## src/rtl/char_motion_pkg.sv

```systemverilog
// Shared motion types and default geometry for the player sprite.
// Also used by the sprite drawer and collision logic.
package char_motion_pkg;

   typedef enum logic [1:0] {
      GROUNDED,
      RISING,
      FALLING
   } motion_state_e;

   localparam int Y_GROUND_DEF      = 60;
   localparam int X_START_DEF       = 72;
   localparam int JUMP_VELOCITY_DEF = 4;

endpackage

```

## src/rtl/character_jump_motion_if.sv

```systemverilog
// Frame-tick controls in, sprite origin and air status out.
// master drives the controls; slave is the motion block.
interface character_jump_motion_if #(
   parameter int X_WIDTH = 8,
   parameter int Y_WIDTH = 7
) ();

   logic               enable;
   logic               jump;
   logic               left;
   logic               right;
   logic [X_WIDTH-1:0] x_position;
   logic [Y_WIDTH-1:0] y_position;
   logic               airborne;
   logic               landed;

   modport master (
      output enable, jump, left, right,
      input  x_position, y_position, airborne, landed
   );

   modport slave (
      input  enable, jump, left, right,
      output x_position, y_position, airborne, landed
   );

endinterface

```

## src/rtl/character_jump_motion_jump_edge_latch.sv

```systemverilog
// Catches jump button presses between frame ticks.
// take includes a press arriving on the tick itself.
module jump_edge_latch (
   input  logic clock,
   input  logic reset,
   input  logic enable,
   input  logic jump,
   output logic take
);

   logic jump_d;
   logic pending;

   assign take = pending | (jump & ~jump_d);

   always_ff @(posedge clock) begin
      if (reset) begin
         jump_d  <= 1'b0;
         pending <= 1'b0;
      end else begin
         jump_d  <= jump;
         pending <= enable ? 1'b0 : take;
      end
   end

endmodule

```

## src/rtl/character_jump_motion.sv

```systemverilog
// Player sprite x/y per frame tick: clamped walking, jump with gravity.
// Define CHARACTER_DOUBLE_JUMP_EN to allow one extra jump per airtime.
module character_jump_motion
   import char_motion_pkg::*;
#(
   parameter int X_WIDTH       = 8,
   parameter int Y_WIDTH       = 7,
   parameter int X_START       = X_START_DEF,
   parameter int X_MIN         = 0,
   parameter int X_MAX         = 152,
   parameter int X_STEP        = 1,
   parameter int Y_GROUND      = Y_GROUND_DEF,
   parameter int Y_CEILING     = 0,
   parameter int JUMP_VELOCITY = JUMP_VELOCITY_DEF,
   parameter int GRAVITY_DIV   = 1,
   parameter int MAX_FALL      = 8,
   parameter int VEL_W         = 6
) (
   input logic                   clock,
   input logic                   reset,
   character_jump_motion_if.slave bus
);

   localparam int SW  = Y_WIDTH + 2;
   localparam int XW1 = X_WIDTH + 1;
   localparam int GW  = (GRAVITY_DIV > 1) ? $clog2(GRAVITY_DIV) : 1;

   localparam logic signed [SW-1:0] CEIL_S   = SW'(Y_CEILING);
   localparam logic signed [SW-1:0] GROUND_S = SW'(Y_GROUND);
   localparam logic signed [SW-1:0] JV_S     = SW'(JUMP_VELOCITY);

   localparam logic [Y_WIDTH-1:0] Y_G    = Y_WIDTH'(Y_GROUND);
   localparam logic [Y_WIDTH-1:0] Y_C    = Y_WIDTH'(Y_CEILING);
   localparam logic [Y_WIDTH-1:0] Y_JUMP = Y_WIDTH'(Y_GROUND - JUMP_VELOCITY);

   localparam logic signed [VEL_W-1:0] V_ZERO = '0;
   localparam logic signed [VEL_W-1:0] V_ONE  = VEL_W'(1);
   localparam logic signed [VEL_W-1:0] V_JUMP = VEL_W'(JUMP_VELOCITY);
   localparam logic signed [VEL_W-1:0] V_FALL = VEL_W'(-MAX_FALL);
   localparam logic signed [VEL_W-1:0] V_LAUNCH =
      (GRAVITY_DIV == 1) ? VEL_W'(JUMP_VELOCITY - 1) : V_JUMP;

   localparam logic [GW-1:0] G_LAST   = GW'(GRAVITY_DIV - 1);
   localparam logic [GW-1:0] G_LAUNCH = (GRAVITY_DIV == 1) ? '0 : GW'(1);

   localparam logic [XW1-1:0]     XMIN_W  = XW1'(X_MIN);
   localparam logic [XW1-1:0]     XMAX_W  = XW1'(X_MAX);
   localparam logic [XW1-1:0]     XSTEP_W = XW1'(X_STEP);
   localparam logic [X_WIDTH-1:0] XMIN_X  = X_WIDTH'(X_MIN);
   localparam logic [X_WIDTH-1:0] XMAX_X  = X_WIDTH'(X_MAX);
   localparam logic [X_WIDTH-1:0] XSTEP_X = X_WIDTH'(X_STEP);

   motion_state_e state_q, state_d;

   logic [X_WIDTH-1:0]      x_q, x_d;
   logic [Y_WIDTH-1:0]      y_q, y_d;
   logic signed [VEL_W-1:0] vel_q, vel_d, vel_g;
   logic [GW-1:0]           gc_q, gc_d, gc_g;
   logic                    landed_q, landed_d;
   logic                    take;
   logic                    dj_fire;
   logic signed [SW-1:0]    ny, ny_dj;
   logic [XW1-1:0]          x_sum;

`ifdef CHARACTER_DOUBLE_JUMP_EN
   logic dj_q, dj_d;
   assign dj_fire = take & ~dj_q;
`else
   assign dj_fire = 1'b0;
`endif

   jump_edge_latch u_edge (
      .clock  (clock),
      .reset  (reset),
      .enable (bus.enable),
      .jump   (bus.jump),
      .take   (take)
   );

   always_ff @(posedge clock) begin
      if (reset) begin
         state_q  <= GROUNDED;
         x_q      <= X_WIDTH'(X_START);
         y_q      <= Y_G;
         vel_q    <= V_ZERO;
         gc_q     <= '0;
         landed_q <= 1'b0;
`ifdef CHARACTER_DOUBLE_JUMP_EN
         dj_q     <= 1'b0;
`endif
      end else begin
         state_q  <= state_d;
         x_q      <= x_d;
         y_q      <= y_d;
         vel_q    <= vel_d;
         gc_q     <= gc_d;
         landed_q <= landed_d;
`ifdef CHARACTER_DOUBLE_JUMP_EN
         dj_q     <= dj_d;
`endif
      end
   end

   // Gravity step taken on every airborne tick, overridden by ceiling/landing.
   always_comb begin
      gc_g  = gc_q + 1'b1;
      vel_g = vel_q;
      if (gc_q == G_LAST) begin
         gc_g  = '0;
         vel_g = (vel_q > V_FALL) ? vel_q - V_ONE : V_FALL;
      end
   end

   always_comb begin
      state_d  = state_q;
      y_d      = y_q;
      vel_d    = vel_q;
      gc_d     = gc_q;
      landed_d = 1'b0;
      ny       = $signed({2'b00, y_q}) - SW'(vel_q);
      ny_dj    = $signed({2'b00, y_q}) - JV_S;
`ifdef CHARACTER_DOUBLE_JUMP_EN
      dj_d     = dj_q;
`endif
      if (bus.enable) begin
         unique case (state_q)
            GROUNDED: begin
               if (take) begin
                  y_d     = Y_JUMP;
                  vel_d   = V_LAUNCH;
                  gc_d    = G_LAUNCH;
                  state_d = RISING;
               end
            end
            RISING, FALLING: begin
               if (dj_fire) begin
                  y_d     = (ny_dj <= CEIL_S) ? Y_C : ny_dj[Y_WIDTH-1:0];
                  vel_d   = V_JUMP;
                  gc_d    = '0;
                  state_d = RISING;
`ifdef CHARACTER_DOUBLE_JUMP_EN
                  dj_d    = 1'b1;
`endif
               end else if (vel_q > V_ZERO && ny <= CEIL_S) begin
                  // Only an upward move can bump; resting at the ceiling falls.
                  y_d     = Y_C;
                  vel_d   = V_ZERO;
                  gc_d    = gc_g;
                  state_d = FALLING;
               end else if (ny >= GROUND_S) begin
                  y_d      = Y_G;
                  vel_d    = V_ZERO;
                  gc_d     = '0;
                  state_d  = GROUNDED;
                  landed_d = 1'b1;
`ifdef CHARACTER_DOUBLE_JUMP_EN
                  dj_d     = 1'b0;
`endif
               end else begin
                  y_d     = ny[Y_WIDTH-1:0];
                  vel_d   = vel_g;
                  gc_d    = gc_g;
                  state_d = (vel_g > V_ZERO) ? RISING : FALLING;
               end
            end
            default: state_d = GROUNDED;
         endcase
      end
   end

   always_comb begin
      x_d   = x_q;
      x_sum = {1'b0, x_q} + XSTEP_W;
      if (bus.enable) begin
         if (bus.left && !bus.right) begin
            x_d = ({1'b0, x_q} < XMIN_W + XSTEP_W) ? XMIN_X : x_q - XSTEP_X;
         end else if (bus.right && !bus.left) begin
            x_d = (x_sum > XMAX_W) ? XMAX_X : x_sum[X_WIDTH-1:0];
         end
      end
   end

   assign bus.x_position = x_q;
   assign bus.y_position = y_q;
   assign bus.airborne   = (state_q != GROUNDED);
   assign bus.landed     = landed_q;

endmodule

```

## src/flat_wrapper.sv

```systemverilog
// flat-port wrapper written by rule: the top's interface ports become plain ports
module character_jump_motion_flat import char_motion_pkg::*;
#(
   parameter int X_WIDTH       = 8,
   parameter int Y_WIDTH       = 7,
   parameter int X_START       = X_START_DEF,
   parameter int X_MIN         = 0,
   parameter int X_MAX         = 152,
   parameter int X_STEP        = 1,
   parameter int Y_GROUND      = Y_GROUND_DEF,
   parameter int Y_CEILING     = 0,
   parameter int JUMP_VELOCITY = JUMP_VELOCITY_DEF,
   parameter int GRAVITY_DIV   = 1,
   parameter int MAX_FALL      = 8,
   parameter int VEL_W         = 6
)
  (clock, reset, bus_enable, bus_jump, bus_left, bus_right, bus_x_position, bus_y_position, bus_airborne, bus_landed);
  character_jump_motion_if #(.X_WIDTH(X_WIDTH), .Y_WIDTH(Y_WIDTH)) bus_i ();
  input logic clock;
  input logic reset;
  input wire logic [$bits(bus_i.enable)-1:0] bus_enable;
  input wire logic [$bits(bus_i.jump)-1:0] bus_jump;
  input wire logic [$bits(bus_i.left)-1:0] bus_left;
  input wire logic [$bits(bus_i.right)-1:0] bus_right;
  output wire logic [$bits(bus_i.x_position)-1:0] bus_x_position;
  output wire logic [$bits(bus_i.y_position)-1:0] bus_y_position;
  output wire logic [$bits(bus_i.airborne)-1:0] bus_airborne;
  output wire logic [$bits(bus_i.landed)-1:0] bus_landed;
  assign bus_i.enable = bus_enable;
  assign bus_i.jump = bus_jump;
  assign bus_i.left = bus_left;
  assign bus_i.right = bus_right;
  assign bus_x_position = bus_i.x_position;
  assign bus_y_position = bus_i.y_position;
  assign bus_airborne = bus_i.airborne;
  assign bus_landed = bus_i.landed;
  character_jump_motion #(.X_WIDTH(X_WIDTH), .Y_WIDTH(Y_WIDTH), .X_START(X_START), .X_MIN(X_MIN), .X_MAX(X_MAX), .X_STEP(X_STEP), .Y_GROUND(Y_GROUND), .Y_CEILING(Y_CEILING), .JUMP_VELOCITY(JUMP_VELOCITY), .GRAVITY_DIV(GRAVITY_DIV), .MAX_FALL(MAX_FALL), .VEL_W(VEL_W)) u_core (.clock(clock), .reset(reset), .bus(bus_i));
endmodule
```

## config.mk

```make
export PLATFORM = sky130hd
export DESIGN_NAME = character_jump_motion_flat
export DESIGN_NICKNAME = d
export VERILOG_FILES = /design/src/rtl/char_motion_pkg.sv /design/src/rtl/character_jump_motion_if.sv /design/src/rtl/character_jump_motion_jump_edge_latch.sv /design/src/rtl/character_jump_motion.sv /design/src/flat_wrapper.sv
export SDC_FILE = /design/constraint.sdc
export NUM_CORES = 1
export LEC_CHECK = 0
export ABC_AREA = 1
export CORE_ASPECT_RATIO = 0.8
export CORE_MARGIN = 1.5
export CORE_UTILIZATION = 36
export DETAILED_ROUTE_END_ITERATION = 10
export GPL_TIMING_DRIVEN = 0
export PLACE_DENSITY = 0.55
export SYNTH_ARGS = -nofsm -noshare
export SYNTH_HDL_FRONTEND = slang
export SYNTH_HIERARCHICAL = 1
export SYNTH_SLANG_ARGS = --single-unit
```

## constraint.sdc

```tcl
create_clock -name clock -period 5.9 [get_ports clock]
set_input_delay 1.18 -clock clock [delete_from_list [all_inputs] [get_ports clock]]
set_output_delay 1.18 -clock clock [all_outputs]
set_load 0.05 [all_outputs]
```

== Word-level counts from Yosys, hierarchy flattened ==
Index checks and enable logic that the tools add are counted.

* Register bits: 27
* Latch bits: 0
* Memory bits (writable): 0
* Memory bits (read-only): 0
* Memories kept: 0

* Add/sub/neg operators: 5
* Multipliers: 0
* Div/mod/pow operators: 0
* Magnitude comparators: 7
* Eq/ne operators: 3
* Shift operators: 0
* Multiplexer cells: 25
* Bitwise gates (word level): 5
* Reductions and logical operators: 15

{| class="wikitable"
|+ Operator list
! kind !! count
|-
| $mux W8 || 4
|-
| $mux W6 || 5
|-
| $mux W7 || 3
|-
| $pmux W7 S2 || 1
|-
| $gt A6 B1 Y1 const B || 2
|-
| $pmux W6 S2 || 1
|-
| $add A8 B1 Y9 const B || 1
|-
| $ge A9 B7 Y1 const B || 1
|-
| $gt A9 B8 Y1 const B || 1
|-
| $le A9 B1 Y1 const B || 1
|-
| $sub A8 B6 Y9 || 1
|-
| $lt A8 B1 Y1 const B || 1
|-
| $mux W2 || 4
|-
| $sub A8 B1 Y8 const B || 1
|-
| $gt A6 B4 Y1 const B || 1
|-
| $reduce_bool A2 Y1 || 3
|-
| $sub A6 B2 Y6 const B || 1
|-
| $mux W1 || 5
|-
| $pmux W2 S2 || 1
|-
| $reduce_and A2 Y1 || 2
|-
| $reduce_or A2 Y1 || 2
|-
| $reduce_or A4 Y1 || 1
|-
| $logic_and A1 B1 Y1 || 3
|-
| $not A1 Y1 || 3
|-
| 10 further kinds || 11
|}

== Logic depth before layout (Yosys ltp) ==
* Depth in word-level cells: 8
* Gate-level depth with buffers: 18
* Gate-level depth less buffers: 18

== Cells and area by module ==
Netlist, hierarchy kept.

{| class="wikitable"
|+ Modules (own cells, without submodules)
! module !! times used !! cells an instance !! area each (um^2) !! sequential area each (um^2)
|-
| character_jump_motion || 1 || 303 || 2,006.9 || 480.5
|-
| jump_edge_latch || 1 || 12 || 82.6 || 40.0
|}

== Worst setup path after synthesis ==
OpenSTA, ideal clock, no wires.

* Kind: register to register
* Start point: register u_core.y_q[0] (netlist: u_core/bus.y_position[0])
* End point: register u_core.y_q[1] (netlist: u_core/bus.y_position[1])
* Setup time: 0.139 ns
* Arrival time: 2.199 ns
* Data required time: 5.761 ns
* Setup slack: 3.562 ns
* Stages on the path, launching flop included: 15
* Buffers on the path: 0
* Cell sequence: dfxtp_1 inv_1 ha_1 inv_1 fa_1 nor3_1 nand3_1 nor2_1 nand2_1 nand2_2 nand2_4 nand2_4 nor2_8 nand2_2 a21oi_2

* Word-level cells in the longest chain between the ends: 5

{| class="wikitable"
|+ RTL lines
! what !! line !! source
|-
| start, declared || character_jump_motion.sv:56 || <nowiki>logic [Y_WIDTH-1:0] y_q, y_d;</nowiki>
|-
| start signal, assigned || character_jump_motion.sv:94 || <nowiki>y_q <= y_d;</nowiki>
|-
| $sub A8 B6 Y9 * || character_jump_motion.sv:120 || <nowiki>ny = $signed({2'b00, y_q}) - SW'(vel_q);</nowiki>
|-
| $ge A9 B7 Y1 / $le A9 B1 Y1 (equally long branches) || character_jump_motion.sv:150, character_jump_motion.sv:144 ||
|-
| $mux W7 / $logic_and A1 B1 Y1 (equally long branches) || character_jump_motion.sv:150, character_jump_motion.sv:144 ||
|-
| $mux W7 * || character_jump_motion.sv:144 || <nowiki>end else if (vel_q > V_ZERO && ny <= CEIL_S) begin</nowiki>
|-
| $pmux W7 S2 * || character_jump_motion.sv:126 || <nowiki>unique case (state_q)</nowiki>
|}

Every way passes the cells marked *; elsewhere a longest branch is shown, timed or not.
A chain may end at the register's enable or synchronous reset.

== Worst setup path after layout ==
* Start point: register u_core.state_q[0]
* End point: output bus_airborne

* Word-level cells in the longest chain between the ends: 1

{| class="wikitable"
|+ RTL lines
! what !! line !! source
|-
| start, declared || character_jump_motion.sv:53 || <nowiki>motion_state_e state_q, state_d;</nowiki>
|-
| start signal, assigned || character_jump_motion.sv:92 || <nowiki>state_q <= state_d;</nowiki>
|-
| $reduce_bool A2 Y1 || character_jump_motion.sv:185 || <nowiki>assign bus.airborne = (state_q != GROUNDED);</nowiki>
|-
| end, declared || flat_wrapper.sv:27 || <nowiki>output wire logic [$bits(bus_i.airborne)-1:0] bus_airborne;</nowiki>
|}

No other way between the ends.

==> results.md <==
* Startpoint type of the worst setup path: register
* Worst Max-Slew Pin Slew at 0.7709 ns
* Ant diodes at 0
* Overflow left after global routing at 0
* Max rail drop VDD at 74.23 uV
* Initial antenna violation count at 0
* H-Tree Depth at 1
* Final number of setup-violating endpoints at 0
* Fraction of power spent switching nets at 0.4186
* Critical setup path kind: register to primary output
* Cell area after placement at 2407 um^2
* GRT Total Usage at 0.1715
* Maximum fanout encountered on the critical timing path at 3
* Number of standard cells in the final layout excluding fillers at 418
* Worst slew margin at 0.4861
* Count of pins on the block boundary at 23
* Part of the total power dissipated in combinational logic at 0.430
* Maximum clock path buffer count at 2
* Largest net degree at the start of global routing at 14
* Cell chosen for the clock root: clkbuf_8
* Layout area overhead at 17.19%
* Clock tree from TritonCTS: done
* Wire length of the first global-routing pass at 8487 um
* Y dimension of the die at 71.14 um
* Most common cell after layout, fill and taps aside: nand2_1
* Total Neg Setup Slack at 0 ns
* Register share of total power at 0.376
* Antenna violation net count after detailed routing at 0
* Number of enable flip-flop cells after synthesis at 0
* DRC violations left at 0
* Average vias per placed instance at 4.768
* Share of final-layout standard cells stronger than drive strength 1 at 0.1265
* Worst-skew pair later-pin latency at 0.27 ns
* Total count of hold-check failures in the final report at 0
* Critical Path Sink Type: primary output
* Vias in the first global route at 1,801
* Synth Cell Area at 2090 um^2
* Initial DRT Pass Iterations at 4
* Synthesis Warnings at 6
* Clock-pin slew on the worst setup and hold paths at 0.09 ns
* Hold crit path type: register to register
* Internal power component at 306.2 uW
* Die width at 88.18 um
* Fmax achieved at 341.6 MHz
* Final min period at 2.928 ns
* Post-cts gate resize count at 0
* Number of register bits inferred by synthesis at 26
* Number of DRC violations after detailed-routing iteration 0 at 141
* Final critical-path share of the clock period at 0.4962
* Count of mapped cells out of synthesis at 315
* Final Util at 0.4432
* Arr. time, crit path at 1.75 ns
* Vias after detailed routing at 1,993
* Required time reported for the critical path endpoint at 4.72 ns
* Port Buf Inserts at 22
* Synthesized net count at 337
* Initial core utilization at 0.3782
* Most instantiated flip-flop cell in the synthesis netlist: dfxtp_1
* Async set or reset register ratio after synthesis at 0
* Post-layout net count at 364
* Mean instance size in the synthesized netlist at 6.633 um^2
* Final weighted congestion in routability-driven placement at 0.8565
* Num CTS Buffers at 3
* Max Clock Skew at 0.004553 ns
* Detailed placer's ending HPWL at 3837 um
* Leakage dissipation at 0.001084 uW
* Result of the run: completed
* Row Count at 24
* Total count of max-transition violations in the final report at 0
* Total of hold buffers inserted after clock tree synthesis at 0
* DP Cell Count at 415
* RSZ-0062 raised after global routing: no
* Clk pwr share at 0.194
* Proportion of synthesized chip area in sequential cells at 0.2491
* Core region area at 5525 um^2
* Routed Wire Length at 4957 um
* Total setup buffers inserted after CTS at 0
* Switching Power at 220.5 uW
* Highest-count cells in the layout ignoring fill and taps: nand2_1 (78), inv_1 (42), dfxtp_1 (26), clkdlybuf4s50_1 (22)
* Die ar. at 6273 um^2
* Number of max-cap violations at 0
* Design area at 2449 um^2
* Power density normalized to cell area at 215.1 nW/um^2
* WL/cell at 11.86 um
* Clk sinks at 26
* Count of unique library cells instantiated by Yosys at 32
[critical path, cell delays in order (launching register included)]
cell             delay, ns
dfxtp_1               0.37
inv_1                 0.05
ha_1                  0.20
inv_2                 0.07
clkdlybuf4s50_1       0.79
[power by group through the flow]
stage / combinational [uW] / sequential [uW] / clock (uW)
CTS: 225 / 198 / 110
global placement: 225 / 202 / 0
detailed placement: 224 / 202 / 0
global route: 251 / 201 / 118
finish: 226 / 198 / 102
floorplan: 151 / 222 / 0
[layout make-up]
cell class | instances | area [um^2]
buffer | 4 | 16.27
clock buffer | 3 | 41.29
fill | 604 | 3077
inverter | 49 | 186.4
multi-input combinational | 236 | 1366
sequential | 26 | 520.5
tap | 78 | 97.59
timing repair buffer | 22 | 220.2
[registers in the layout, indices dropped and copies added, names as in the netlist]
signal	cells
u_core/bus.x_position	8
u_core/bus.y_position	7
u_core/vel_q	6
u_core/state_q	2
u_core/bus.landed	1
u_core/u_edge/jump_d	1
u_core/u_edge/pending	1
[metrics by stage]
step / total power [uW] / worst slack, ns / hold WS (ns)
4_1_cts: 533.2 / 2.954 / 0.4757
3_5_place_dp: 426.3 / 2.674 / 0.4614
6_report: 526.7 / 2.972 / 0.4730
2_1_floorplan: 373.1 / 3.562 / 0.4428
5_1_grt: 569.5 / 2.774 / 0.5088
3_3_place_gp: 427.1 / 2.668 / 0.4498
[cells by family (layout without fill, tap and decap cells)]
logic type | Yosys count | after routing | share of synthesized area
AOI/OAI and AO/OA | 56 | 56 | 0.1533
buffers and inverters | 53 | 78 | 0.09700
adders and majority gates | 16 | 16 | 0.09940
and+or+nand+nor | 152 | 152 | 0.3509
DFF | 26 | 26 | 0.2491
xor gates and xnor gates | 12 | 12 | 0.05030
[cell usage after synthesis, types with 2 or more instances]
| master | instances | area [um^2] |
|---|---|---|
| nand3_1 | 21 | 105.1 |
| inv_2 | 5 | 18.77 |
| a21oi_2 | 9 | 78.83 |
| nor3_2 | 2 | 20.02 |
| ha_1 | 15 | 187.7 |
| xor2_1 | 12 | 105.1 |
| nand2_1 | 78 | 292.8 |
| a21oi_1 | 21 | 105.1 |
| nand2_4 | 3 | 33.78 |
| inv_1 | 42 | 157.7 |
| a31oi_1 | 3 | 18.77 |
| nor2_1 | 19 | 71.32 |
| dfxtp_1 | 26 | 520.5 |
| nand2_2 | 10 | 62.56 |
| o21ai_1 | 8 | 40.04 |
| clkbuf_1 | 3 | 11.26 |
| nand4_1 | 5 | 31.28 |
| nor2_2 | 3 | 18.77 |
| o21ai_0 | 14 | 70.07 |
| nor3_1 | 2 | 10.01 |
| nand3b_1 | 2 | 15.01 |
| nand3_2 | 2 | 20.02 |
[path summary, 6_finish.rpt]
| check | from | to | slack (ns) | cells after the start |
|---|---|---|---|---|
| hold / removal | u_core/u_edge/pending | u_core/u_edge/pending | 0.47 | 2 |
| setup / recovery | u_core/state_q[0] | bus_airborne | 2.97 | 4 |
| hold reg to reg | u_core/u_edge/pending | u_core/u_edge/pending | 0.47 | 2 |
| setup reg to reg | u_core/bus.y_position[0] | u_core/bus.y_position[0] | 3.52 | 17 |
[layer usage]
metal  global-route usage  part of all wire
met5                    0                 0
met3              0.03267             0.034
met1               0.2791              0.57
met4              0.02083            0.0038
met2               0.2358              0.39
Power figures use the tool's default switching activity.
